==> src/rtl/fir_ctrl_pkg.sv <==
// fir_ctrl_pkg
//   Shared definitions for the symmetric-FIR coefficient sequencer:
//   default widths and sizes, the controller state encoding, and the
//   delay-line flush length (TAPS+1 cycles).
//   Optional feature macro used by the importing files: FIR_CTRL_READBACK_EN.
package fir_ctrl_pkg;

   localparam int unsigned DEF_COEF_W    = 8;
   localparam int unsigned DEF_DATA_W    = 8;
   localparam int unsigned DEF_NUM_COEFS = 4;
   localparam int unsigned DEF_TAPS      = 7;
   localparam int unsigned FLUSH_LEN     = DEF_TAPS + 1;

   typedef enum logic [1:0] {
      ST_IDLE  = 2'd0,   // no set ever loaded
      ST_RUN   = 2'd1,   // set loaded, filter output valid
      ST_LOAD  = 2'd2,   // replaying committed set into the filter
      ST_FLUSH = 2'd3    // refilling the delay line after a load
   } state_e;

   // Cycles needed to push a full fresh window through a TAPS-long delay line.
   function automatic int unsigned flush_len(input int unsigned taps);
      return taps + 1;
   endfunction

endpackage

==> src/rtl/fir_ctrl_shadow_bank.sv <==
// fir_ctrl_shadow_bank
//   NUM_COEFS x COEF_W shadow register file filled from the host stream.
//   Writes are ignored while freeze is high. With FIR_CTRL_READBACK_EN
//   defined, an active copy is captured on snap and read back on rb_idx.
// Ports
//   clk, rst        clock, asynchronous active-high reset
//   wr_en, wr_idx,  shadow write strobe, index and data
//   wr_data
//   freeze          blocks shadow writes
//   rd_idx, rd_data combinational shadow read (replay path)
//   snap            capture shadow into active copy   (FIR_CTRL_READBACK_EN)
//   rb_idx, rb_data combinational active-copy read     (FIR_CTRL_READBACK_EN)
module fir_ctrl_shadow_bank
   import fir_ctrl_pkg::*;
#(
   parameter int unsigned COEF_W    = DEF_COEF_W,
   parameter int unsigned NUM_COEFS = DEF_NUM_COEFS,
   parameter int unsigned IDX_W     = $clog2(NUM_COEFS)
) (
   input  logic              clk,
   input  logic              rst,
   input  logic              wr_en,
   input  logic [IDX_W-1:0]  wr_idx,
   input  logic [COEF_W-1:0] wr_data,
   input  logic              freeze,
   input  logic [IDX_W-1:0]  rd_idx,
   output logic [COEF_W-1:0] rd_data
`ifdef FIR_CTRL_READBACK_EN
   ,
   input  logic              snap,
   input  logic [IDX_W-1:0]  rb_idx,
   output logic [COEF_W-1:0] rb_data
`endif
);

   logic [COEF_W-1:0] shadow_q [NUM_COEFS];
   logic [COEF_W-1:0] shadow_d [NUM_COEFS];

   always_comb begin
      shadow_d = shadow_q;
      if (wr_en && !freeze) shadow_d[wr_idx] = wr_data;
   end

   always_ff @(posedge clk or posedge rst) begin
      if (rst) begin
         for (int unsigned i = 0; i < NUM_COEFS; i++) shadow_q[i] <= '0;
      end else begin
         shadow_q <= shadow_d;
      end
   end

   always_comb rd_data = shadow_q[rd_idx];

`ifdef FIR_CTRL_READBACK_EN
   logic [COEF_W-1:0] active_q [NUM_COEFS];

   // Snap samples shadow_d so the final beat written on the commit edge is included.
   always_ff @(posedge clk or posedge rst) begin
      if (rst) begin
         for (int unsigned i = 0; i < NUM_COEFS; i++) active_q[i] <= '0;
      end else if (snap) begin
         active_q <= shadow_d;
      end
   end

   always_comb rb_data = active_q[rb_idx];
`endif

endmodule

==> src/rtl/fir_sym_coef_ctrl.sv <==
// fir_sym_coef_ctrl
//   Configuration sequencer for a 7-tap symmetric FIR (4 unique coefs).
//   Collects a coefficient set from the host stream, checks its length,
//   replays a committed set into the filter coefficient port, zero-stuffs
//   and refills the delay line, and qualifies the filter output.
//   Optional readback of the active set: define FIR_CTRL_READBACK_EN.
// Ports
//   clk, rst                      clock, asynchronous active-high reset
//   cfg_valid/ready/data/last     host coefficient stream
//   cfg_err                       one-cycle pulse, malformed set dropped
//   x_valid, x_data, x_ready      sample source handshake
//   fir_x_in, fir_coef, fir_wen,  to filter x_in / coef_val / writeen / tlast
//   fir_tlast
//   out_valid                     filter output is from a full fresh window
//   busy                          LOAD or FLUSH in progress
//   rb_idx, rb_data               active-set readback (FIR_CTRL_READBACK_EN)
module fir_sym_coef_ctrl
   import fir_ctrl_pkg::*;
#(
   parameter int unsigned COEF_W    = DEF_COEF_W,
   parameter int unsigned DATA_W    = DEF_DATA_W,
   parameter int unsigned NUM_COEFS = DEF_NUM_COEFS,
   parameter int unsigned TAPS      = DEF_TAPS
) (
   input  logic                         clk,
   input  logic                         rst,
   input  logic                         cfg_valid,
   output logic                         cfg_ready,
   input  logic [COEF_W-1:0]            cfg_data,
   input  logic                         cfg_last,
   output logic                         cfg_err,
   input  logic                         x_valid,
   input  logic [DATA_W-1:0]            x_data,
   output logic                         x_ready,
   output logic [DATA_W-1:0]            fir_x_in,
   output logic [COEF_W-1:0]            fir_coef,
   output logic                         fir_wen,
   output logic                         fir_tlast,
   output logic                         out_valid,
   output logic                         busy
`ifdef FIR_CTRL_READBACK_EN
   ,
   input  logic [$clog2(NUM_COEFS)-1:0] rb_idx,
   output logic [COEF_W-1:0]            rb_data
`endif
);

   localparam int unsigned IDX_W   = $clog2(NUM_COEFS);
   localparam int unsigned FLUSH_N = flush_len(TAPS);
   localparam int unsigned CNT_MAX = (FLUSH_N > NUM_COEFS) ? FLUSH_N : NUM_COEFS;
   localparam int unsigned CNT_W   = $clog2(CNT_MAX);

   state_e            state_q, state_d;
   logic [CNT_W-1:0]  cnt_q, cnt_d;
   logic [IDX_W-1:0]  wr_idx_q, wr_idx_d;
   logic              err_q, err_d;
   logic              cfg_err_q, cfg_err_d;
   logic              collect, beat, at_end, bank_wr;
   logic [COEF_W-1:0] bank_rd;

   // State register
   always_ff @(posedge clk or posedge rst) begin
      if (rst) begin
         state_q   <= ST_IDLE;
         cnt_q     <= '0;
         wr_idx_q  <= '0;
         err_q     <= 1'b0;
         cfg_err_q <= 1'b0;
      end else begin
         state_q   <= state_d;
         cnt_q     <= cnt_d;
         wr_idx_q  <= wr_idx_d;
         err_q     <= err_d;
         cfg_err_q <= cfg_err_d;
      end
   end

   // Next-state logic
   always_comb begin
      state_d   = state_q;
      cnt_d     = cnt_q;
      wr_idx_d  = wr_idx_q;
      err_d     = err_q;
      cfg_err_d = 1'b0;
      bank_wr   = 1'b0;
      collect   = (state_q == ST_IDLE) || (state_q == ST_RUN);
      beat      = cfg_valid && collect;
      at_end    = (wr_idx_q == IDX_W'(NUM_COEFS - 1));
      case (state_q)
         ST_IDLE, ST_RUN: begin
            if (beat) begin
               if (err_q) begin
                  // Overlong set: discard beats until its last one.
                  if (cfg_last) begin
                     cfg_err_d = 1'b1;
                     wr_idx_d  = '0;
                     err_d     = 1'b0;
                  end
               end else begin
                  bank_wr = 1'b1;
                  if (cfg_last) begin
                     wr_idx_d = '0;
                     if (at_end) begin
                        state_d = ST_LOAD;
                        cnt_d   = '0;
                     end else begin
                        cfg_err_d = 1'b1;
                     end
                  end else if (at_end) begin
                     err_d = 1'b1;
                  end else begin
                     wr_idx_d = wr_idx_q + 1'b1;
                  end
               end
            end
         end
         ST_LOAD: begin
            if (cnt_q == CNT_W'(NUM_COEFS - 1)) begin
               state_d = ST_FLUSH;
               cnt_d   = '0;
            end else begin
               cnt_d = cnt_q + 1'b1;
            end
         end
         ST_FLUSH: begin
            if (cnt_q == CNT_W'(FLUSH_N - 1)) begin
               state_d = ST_RUN;
               cnt_d   = '0;
            end else begin
               cnt_d = cnt_q + 1'b1;
            end
         end
         default: state_d = ST_IDLE;
      endcase
   end

   // Output logic
   always_comb begin
      cfg_ready = 1'b0;
      x_ready   = 1'b1;
      fir_x_in  = '0;
      fir_coef  = '0;
      fir_wen   = 1'b0;
      fir_tlast = 1'b0;
      out_valid = 1'b0;
      busy      = 1'b0;
      cfg_err   = cfg_err_q;
      case (state_q)
         ST_IDLE: cfg_ready = 1'b1;
         ST_RUN: begin
            cfg_ready = 1'b1;
            out_valid = 1'b1;
         end
         ST_LOAD: begin
            x_ready   = 1'b0;
            fir_wen   = 1'b1;
            fir_coef  = bank_rd;
            fir_tlast = (cnt_q == CNT_W'(NUM_COEFS - 1));
            busy      = 1'b1;
         end
         ST_FLUSH: busy = 1'b1;
         default: ;
      endcase
      if (x_valid && x_ready) fir_x_in = x_data;
   end

`ifdef FIR_CTRL_READBACK_EN
   logic bank_snap;
   assign bank_snap = (state_d == ST_LOAD) && (state_q != ST_LOAD);
`endif

   fir_ctrl_shadow_bank #(
      .COEF_W    (COEF_W),
      .NUM_COEFS (NUM_COEFS),
      .IDX_W     (IDX_W)
   ) u_bank (
      .clk     (clk),
      .rst     (rst),
      .wr_en   (bank_wr),
      .wr_idx  (wr_idx_q),
      .wr_data (cfg_data),
      .freeze  (busy),
      .rd_idx  (cnt_q[IDX_W-1:0]),
      .rd_data (bank_rd)
`ifdef FIR_CTRL_READBACK_EN
      ,
      .snap    (bank_snap),
      .rb_idx  (rb_idx),
      .rb_data (rb_data)
`endif
   );

endmodule

==> config.mk <==
export PLATFORM = sky130hd
export DESIGN_NAME = fir_sym_coef_ctrl
export DESIGN_NICKNAME = d
export VERILOG_FILES = /design/src/rtl/fir_ctrl_pkg.sv /design/src/rtl/fir_ctrl_shadow_bank.sv /design/src/rtl/fir_sym_coef_ctrl.sv
export SDC_FILE = /design/constraint.sdc
export NUM_CORES = 1
export LEC_CHECK = 0
export BUFFER_PORTS_ARGS = -buffer_cell sky130_fd_sc_hd__buf_2
export CAP_MARGIN = 10
export CORE_UTILIZATION = 54
export CTS_BUF_LIST = sky130_fd_sc_hd__clkbuf_16
export DETAILED_ROUTE_END_ITERATION = 8
export GPL_ROUTABILITY_DRIVEN = 0
export PLACE_DENSITY = 0.79
export SLEW_MARGIN = 25
export SYNTH_ARGS = -nofsm -noshare
export SYNTH_HDL_FRONTEND = slang
export SYNTH_SLANG_ARGS = --single-unit
==> constraint.sdc <==
create_clock -name clk -period 1.9 [get_ports clk]
set_input_delay 0.475 -clock clk [delete_from_list [all_inputs] [get_ports clk]]
set_output_delay 0.475 -clock clk [all_outputs]
set_load 0.01 [all_outputs]
Yosys cells after proc, flatten, opt, wreduce, memory -nomap -nowiden. Cells that the tools add are included.

Mux-type cells: 45. Bitwise operators: 2. Equality and inequality tests: 14. $add $sub $neg: 2. Magnitude comparators: 3. Reduce and logical (&&, ||, !) cells: 13.

Operators by type and width (count): $mux W8 (5); $bwmux W32 (1); $mux W2 (10); $mux W1 (19); $mux W3 (6); $bmux W8 S2 (1); $demux W8 S2 (1); $ne A2 B2 Y1 const B (5); $pmux W3 S3 (1); $reduce_and A4 Y1 (2); $eq A2 B2 Y1 const B (3); $ge A3 B3 Y1 const B (2); $ne A2 B1 Y1 const B (3); $not A2 Y3 (2); $pmux W2 S3 (1); $reduce_and A6 Y1 (1); $logic_and A1 B1 Y1 (4); $reduce_or A2 Y1 (2); $add A3 B1 Y3 const B (1); $eq A3 B2 Y1 const B (1); $eq A3 B3 Y1 const B (1); $lt A3 B1 Y1 const B (1); $add A2 B1 Y2 const B (1); $eq A2 B1 Y1 const B (1); 4 further kinds (4).

Bits in registers: 41.

Longest topological paths before layout. Gate-level depths: netlist of run 1.

Depth in word-level cells: 6. Gate-level depth with buffers: 6. Mapped depth without buffers: 6.

Cells and area by module. Synthesis of run 1 repeated with hierarchy kept, for this count alone.

Cell total of the unflattened synthesis: 152. Area total of the unflattened synthesis: 2045.7 µm².

By module, submodules not included: fir_ctrl_shadow_bank (cells each 81, area an instance 1416.4 µm², instances 1); fir_sym_coef_ctrl (cells each 71, area an instance 629.4 µm², instances 1).

Least setup slack after synthesis of run 1. OpenSTA, ideal clock, no wires.

Path type: register to output. Start: reg state_q[0]. End: out fir_coef[6]. Stages on the path, launching flop included: 7. Data arrival time: 1.193 ns. Setup slack: 0.232 ns. Cell sequence: dfrtp_1 > inv_1 > nand2_2 > inv_1 > nand2b_1 > buf_2 > o22ai_1.

Cells in the longest elaborated chain, start to end: 2.

Ends and longest elaborated chain: from (decl) (RTL line fir_sym_coef_ctrl.sv:53) `state_e state_q, state_d;`; from (signal assigned) (RTL line fir_sym_coef_ctrl.sv:70) `state_q <= state_d;`; $eq A2 B2 Y1 (RTL line fir_sym_coef_ctrl.sv:148) `case (state_q)`; $mux W8 (RTL line fir_sym_coef_ctrl.sv:148); to (decl) (RTL line fir_sym_coef_ctrl.sv:36) `output logic [COEF_W-1:0] fir_coef,`.

Every way passes these cells.

Worst setup path in the final report of run 1.
Start: reg state_q[0]. End: out fir_coef[4].

Same word-level chain as after synthesis.

==> results.py, run 1 <==
metrics = {
    "outcome": {
        "status": "completed",
    },
    "finish": {
        "final_cell_mix": "43 x buf_2, 41 x dfrtp_1, 24 x mux2_4",
        "drive_gt1_frac": 0.514,
        "stdcell_count": 268,
        "antenna_cells": 0,
        "final_nets": 248,
        "synthToLayoutAreaGrowth_pct": 24.0,
        "final_common_cell": "buf_2",
    },
    "floorplan": {
        "die_h_um": 65.3,
        "start_util": 0.579,
        "dieWidth_um": 65.3,
        "rows": 22,
        "pin_count": 44,
        "core_area_um2": 3740,
        "dieArea_um2": 4270,
    },
    "grt": {
        "antenna_found_initial": 0,
        "grt_max_degree": 42,
        "grt_util_all_layers": 0.252,
        "grt_pass1_wl_um": 7980,
        "globalRouteOverflowTotal": 0,
        "grt_pass1_vias": 1574,
    },
    "worst_setup_path": {
        "cp-end-kind": "output port",
        "crit_fanout": 8,
        "critPathBufInv": 3,
        "crit_path_top_delay_cell": "dfrtp_1",
        "required_ns": 1.42,
        "cp_top_family": "flip-flops",
        "critPathMaxStageDelay_ns": 0.41,
        "arrival_ns": 1.40,
        "critPathLaunchType": "register",
        "path_cells": "inv_2, nand2_4, inv_4, nand2_8, o22ai_2, buf_2",
        "worstSetupPathType": "reg2out",
    },
    "placed_design": {
        "dp.cells": 257,
        "dp_slack_ns": 0.103,
        "port_buffers": 43,
        "dpl.hpwl_um": 3240,
    },
    "sta": {
        "layout_setup_ws_ns": 0.0227,
        "rsz0062_at_grt": "true",
        "timing.setup.tns_ns": 0,
        "hold_viol": 0,
        "finalMaxSlewViolations": 0,
        "hold_ws_ns": 0.307,
        "fin_skew_ns": 0.00587,
        "relSlewSlack": 0.654,
        "min_period_ns": 1.88,
        "setup_viol": 0,
        "fin_crit_sh": 0.988,
        "max_freq_ghz": 0.533,
        "tightest_slew_ns": 0.519,
    },
    "clock_network": {
        "hold_buffers": 0,
        "cts_max_level": 2,
        "clkTransAtPathRegs_ns": 0.06,
        "insertion_delay_ns": 0.28,
        "cts_tree": "built",
        "clkSinkCount": 41,
        "cts_made_buffers": 5,
        "cts_root_buf": "clkbuf_16",
        "clock_path_buffers": 2,
    },
    "logic_synthesis": {
        "synth_area_leaders": "dfrtp_1 47%, mux2_4 17%, mux2i_1 7.4%",
        "syn_area_per_cell_um2": 13.0,
        "synth_top_area_frac": 0.474,
        "ys_warn_count": 0,
        "ys_types": 27,
        "syn-num-nets": 196,
        "synth_cells": 167,
        "ys_ff_latch": 41,
        "synth-seq-area-share": 0.474,
        "syn_area_um2": 2170,
        "synth_area_leader_cell": "dfrtp_1",
    },
    "hold_path": {
        "hold_path.class": "in2async",
    },
    "route": {
        "drt-total-wl_um": 4820,
        "vias": 1512,
        "avgRoutedWirePerCell_um": 18.0,
        "dr.pass1.iters": 4,
        "ant_nets": 0,
        "drtIter0Drc": 96,
        "drcViolationCount": 0,
        "vias_per_cell": 5.64,
    },
    "pwr": {
        "p_per_area_nw_per_um2": 1610,
        "p_leak_nw": 1.36,
        "p_total_mw": 4.32,
        "ir_worst_vdd_mv": 0.840,
    },
    "run": {
        "drv_cap": 0,
    },
}
==> metrics by stage <==
stage / area, µm² / utilization
global placement: 2440 / 0.651
detailed placement: 2440 / 0.651
floorplan: 2170 / -
global route: 2690 / 0.718
CTS: 2610 / 0.698
finish: 2690 / 0.718
==> logic make-up (layout without fill, tap and decap cells) <==
family | after synthesis | after routing | share of synthesized area
AO/OA/AOI/OAI | 23 | 23 | 0.0682
flip-flops | 41 | 41 | 0.474
AND/OR/NAND/NOR | 27 | 27 | 0.0716
multiplexers | 49 | 49 | 0.287
adder cells (fa/ha/maj) | 8 | 8 | 0.0462
buffers and inverters | 19 | 72 | 0.0531
==> final timing paths <==
kind	start	end	slack [ns]	cells past startpoint
min	rst	u_bank.shadow_q[7]	0.31	3
min reg2reg	u_bank.shadow_q[14]	u_bank.shadow_q[14]	0.51	1
max	state_q[0]	fir_coef[4]	0.02	6
max in group asynchronous	rst	cnt_q[0]	1.23	3
max reg2reg	wr_idx_q[0]	u_bank.shadow_q[4]	0.16	4
min in group clk	cfg_data[7]	u_bank.shadow_q[23]	0.48	2
==> repair_timing <==
action,4_1_cts,5_1_grt
gates cloned,0,0
resized for setup,9,10
pin swaps,0,0
setup endpoints to repair,9,9
setup buffers,1,2
==> cell usage after synthesis <==
master and instances:
mux2i_1 16, and3_1 10, a22o_1 3, clkbuf_1 2, nand2b_1 2, mux2_2 9, o21a_1 1, o22ai_1 9
a31oi_1 2, buf_6 4, and3b_1 1, nor2b_1 2, nor2_1 4, mux2_4 24, a21oi_1 5, buf_4 3
inv_1 8, o21ai_0 2, nand2_1 4, dfrtp_1 41, buf_2 2, nor4_1 1, a21bo_2 1, nand2_2 1
and2_1 1, nor4bb_1 1, ha_1 8
==> sequential cells by signal (all words and copies together), names as in the netlist <==
name,flops
u_bank.shadow_q,32
err_q,1
cfg_err,1
wr_idx_q,2
cnt_q,3
state_q,2
==> worst register-to-register path: stages (launching register included) <==
cell	delay, ns
dfrtp_1	0.41
ha_1	0.28
nor4bb_2	0.30
buf_4	0.24
mux2_2	0.37
==> metal layers <==
metal	share of wire	GRT usage
met3	0.034	0.0434
met5	0	0
met4	0.016	0.0625
met2	0.54	0.455
met1	0.41	0.308
==> area by class of cell <==
| cell class | count | area (µm²) |
|---|---|---|
| multi-input cells | 107 | 1110 |
| fillers | 278 | 1060 |
| flip-flops and latches | 41 | 1030 |
| repair buffers | 56 | 313 |
| clock buffers | 5 | 125 |
| well taps | 48 | 60.1 |
| inverters | 8 | 32.5 |
| clock inverters | 3 | 17.5 |
==> report_power, final <==
part           switching [mW]  leakage (nW)  total (mW)  internal [mW]
clock                   0.323        0.0712       0.804          0.481
sequential              0.306         0.501        1.61           1.30
combinational           0.820         0.784        1.90           1.08
total                    1.45          1.36        4.32           2.87
Note: power is estimated with default switching activity, not from simulation.
==> run 2, diff against run 1 <==
Settings changed: PLACE_DENSITY 0.79 to 0.82.
==> results.py, run 2 (synthesized netlist as in run 1, its figures left out) <==
metrics = {
    "floorplan": {
        "pin_count": 44,
        "dieWidth_um": 65.3,
        "die_h_um": 65.3,
        "core_area_um2": 3740,
        "start_util": 0.579,
        "dieArea_um2": 4270,
        "rows": 22,
    },
    "worst_setup_path": {
        "arrival_ns": 1.39,
        "critPathMaxStageDelay_ns": 0.42,
        "critPathLaunchType": "register",
        "crit_path_top_delay_cell": "dfrtp_2",
        "worstSetupPathType": "reg2out",
        "cp-end-kind": "output port",
        "crit_fanout": 7,
        "critPathBufInv": 2,
        "path_cells": "buf_6, mux2i_2, o22ai_2, buf_2",
        "required_ns": 1.42,
        "ff2ff_path_depth": 4,
        "cp_top_family": "flip-flops",
        "crit_cells": 4,
    },
    "clock_network": {
        "cts_tree": "built",
        "cts_max_level": 2,
        "clock_path_buffers": 2,
        "clkTransAtPathRegs_ns": 0.06,
        "cts_root_buf": "clkbuf_16",
        "clkSinkCount": 41,
        "hold_buffers": 0,
        "insertion_delay_ns": 0.28,
        "cts_made_buffers": 5,
    },
    "pwr": {
        "ir_worst_vdd_mv": 0.856,
        "p_leak_nw": 1.36,
        "p_per_area_nw_per_um2": 1640,
    },
    "hold_path": {
        "hold_path.class": "in2async",
    },
    "finish": {
        "fin_util": 0.720,
        "drive_gt1_frac": 0.500,
        "regMostFlops": "u_bank.shadow_q",
        "regArea_um2": 1030,
        "synthToLayoutAreaGrowth_pct": 24.4,
        "final_common_cell": "buf_2",
        "final_nets": 250,
        "final_cell_mix": "43 x buf_2, 39 x dfrtp_1, 24 x mux2_4",
        "largest_register_ffs": 32,
        "multi_input_area_um2": 1070,
        "num-fill-cells": 276,
        "reg_top3": "u_bank.shadow_q (32), cnt_q (3)",
        "antenna_cells": 0,
    },
    "sta": {
        "finalMaxSlewViolations": 0,
        "fin_skew_ns": 0.00271,
        "hold_viol": 0,
        "layout_setup_ws_ns": 0.0360,
        "fin_crit_sh": 0.981,
        "tightest_slew_ns": 0.520,
        "max_freq_ghz": 0.536,
        "relSlewSlack": 0.654,
        "setup_viol": 0,
        "rsz0062_at_grt": "true",
        "min_period_ns": 1.86,
    },
    "grt": {
        "globalRouteOverflowTotal": 0,
        "grt_pass1_wl_um": 7450,
        "antenna_found_initial": 0,
        "grt_max_degree": 42,
        "grt_util_all_layers": 0.235,
        "grt_pass1_vias": 1523,
    },
    "route": {
        "drcViolationCount": 0,
        "drt-total-wl_um": 4500,
        "avgRoutedWirePerCell_um": 16.7,
        "ant_nets": 0,
        "vias": 1469,
        "dr.pass1.iters": 4,
        "drtIter0Drc": 99,
        "vias_per_cell": 5.44,
    },
    "run": {
        "drv_cap": 0,
    },
    "placed_design": {
        "dpl.hpwl_um": 2910,
        "dp_slack_ns": 0.169,
        "port_buffers": 43,
    },
    "outcome": {
        "status": "completed",
    },
}
## run 2: cell types whose count changed in the layout (fill, tap and decap cells not counted), moves of 2 or more
cell     before  now
buf_6         0    2
dfrtp_2       0    2
o22ai_2       7    1
dfrtp_1      41   39
o22ai_1       2    8
## run 2: area by class of cell
type | count | share of cell area
sequential | 41 | 0.382
clock inverter | 3 | 0.0153
multi-input combinational | 107 | 0.398
inverter | 8 | 0.0121
timing repair buffer | 58 | 0.124
tap | 48 | 0.0223
clock buffer | 5 | 0.0464
## run 2: worst paths after layout
path                                  endpoint                from  slack, ns
max                                fir_coef[7]            cnt_q[1]       0.04
min                        u_bank.shadow_q[10]                 rst       0.31
min reg2reg                 u_bank.shadow_q[0]  u_bank.shadow_q[0]       0.51
max in group asynchronous             cnt_q[1]                 rst       1.20
min in group clk           u_bank.shadow_q[17]         cfg_data[1]       0.47
max reg2reg                 u_bank.shadow_q[6]         wr_idx_q[0]       0.27
## run 2: through the flow
stage / setup TNS (ns) / hold WS (ns) / instance area [µm²] / std cells / total power [mW]
after global placement: 0 / 0.491 / 2460 / 260 / 3.22
after floorplan: 0 / 0.480 / 2170 / 167 / 2.89
after global routing: -0.0141 / 0.379 / 2690 / 270 / 4.67
after detailed placement: 0 / 0.491 / 2460 / 260 / 3.30
after CTS: 0 / 0.325 / 2650 / 269 / 4.33
final: 0 / 0.312 / 2690 / 270 / 4.42
## run 2: where the power goes
group          leakage [nW]  internal (mW)  switching (mW)
clock                0.0775          0.615           0.341
combinational         0.787           1.09           0.761
sequential            0.499           1.31           0.303
## run 2: worst register-to-register path: stages, from the launching register on
cell and delay, ns:
dfrtp_1 0.42, ha_1 0.20, nor4bb_2 0.33, buf_4 0.22, mux2_2 0.35
## run 2: repair_timing
item,4_1_cts,5_1_grt
gates resized for setup,7,10
buffers inserted,1,0
endpoints found under the setup margin,9,9
gates cloned,0,1
## run 2: layer usage
| layer | vias up | track usage | part of all wire |
|---|---|---|---|
| li1 | 706 | - | - |
| met3 | 6 | 0.0469 | 0.025 |
| met1 | 734 | 0.305 | 0.46 |
| met4 | 0 | 0.103 | 0.011 |
| met2 | 23 | 0.379 | 0.50 |
| met5 | - | 0 | 0 |
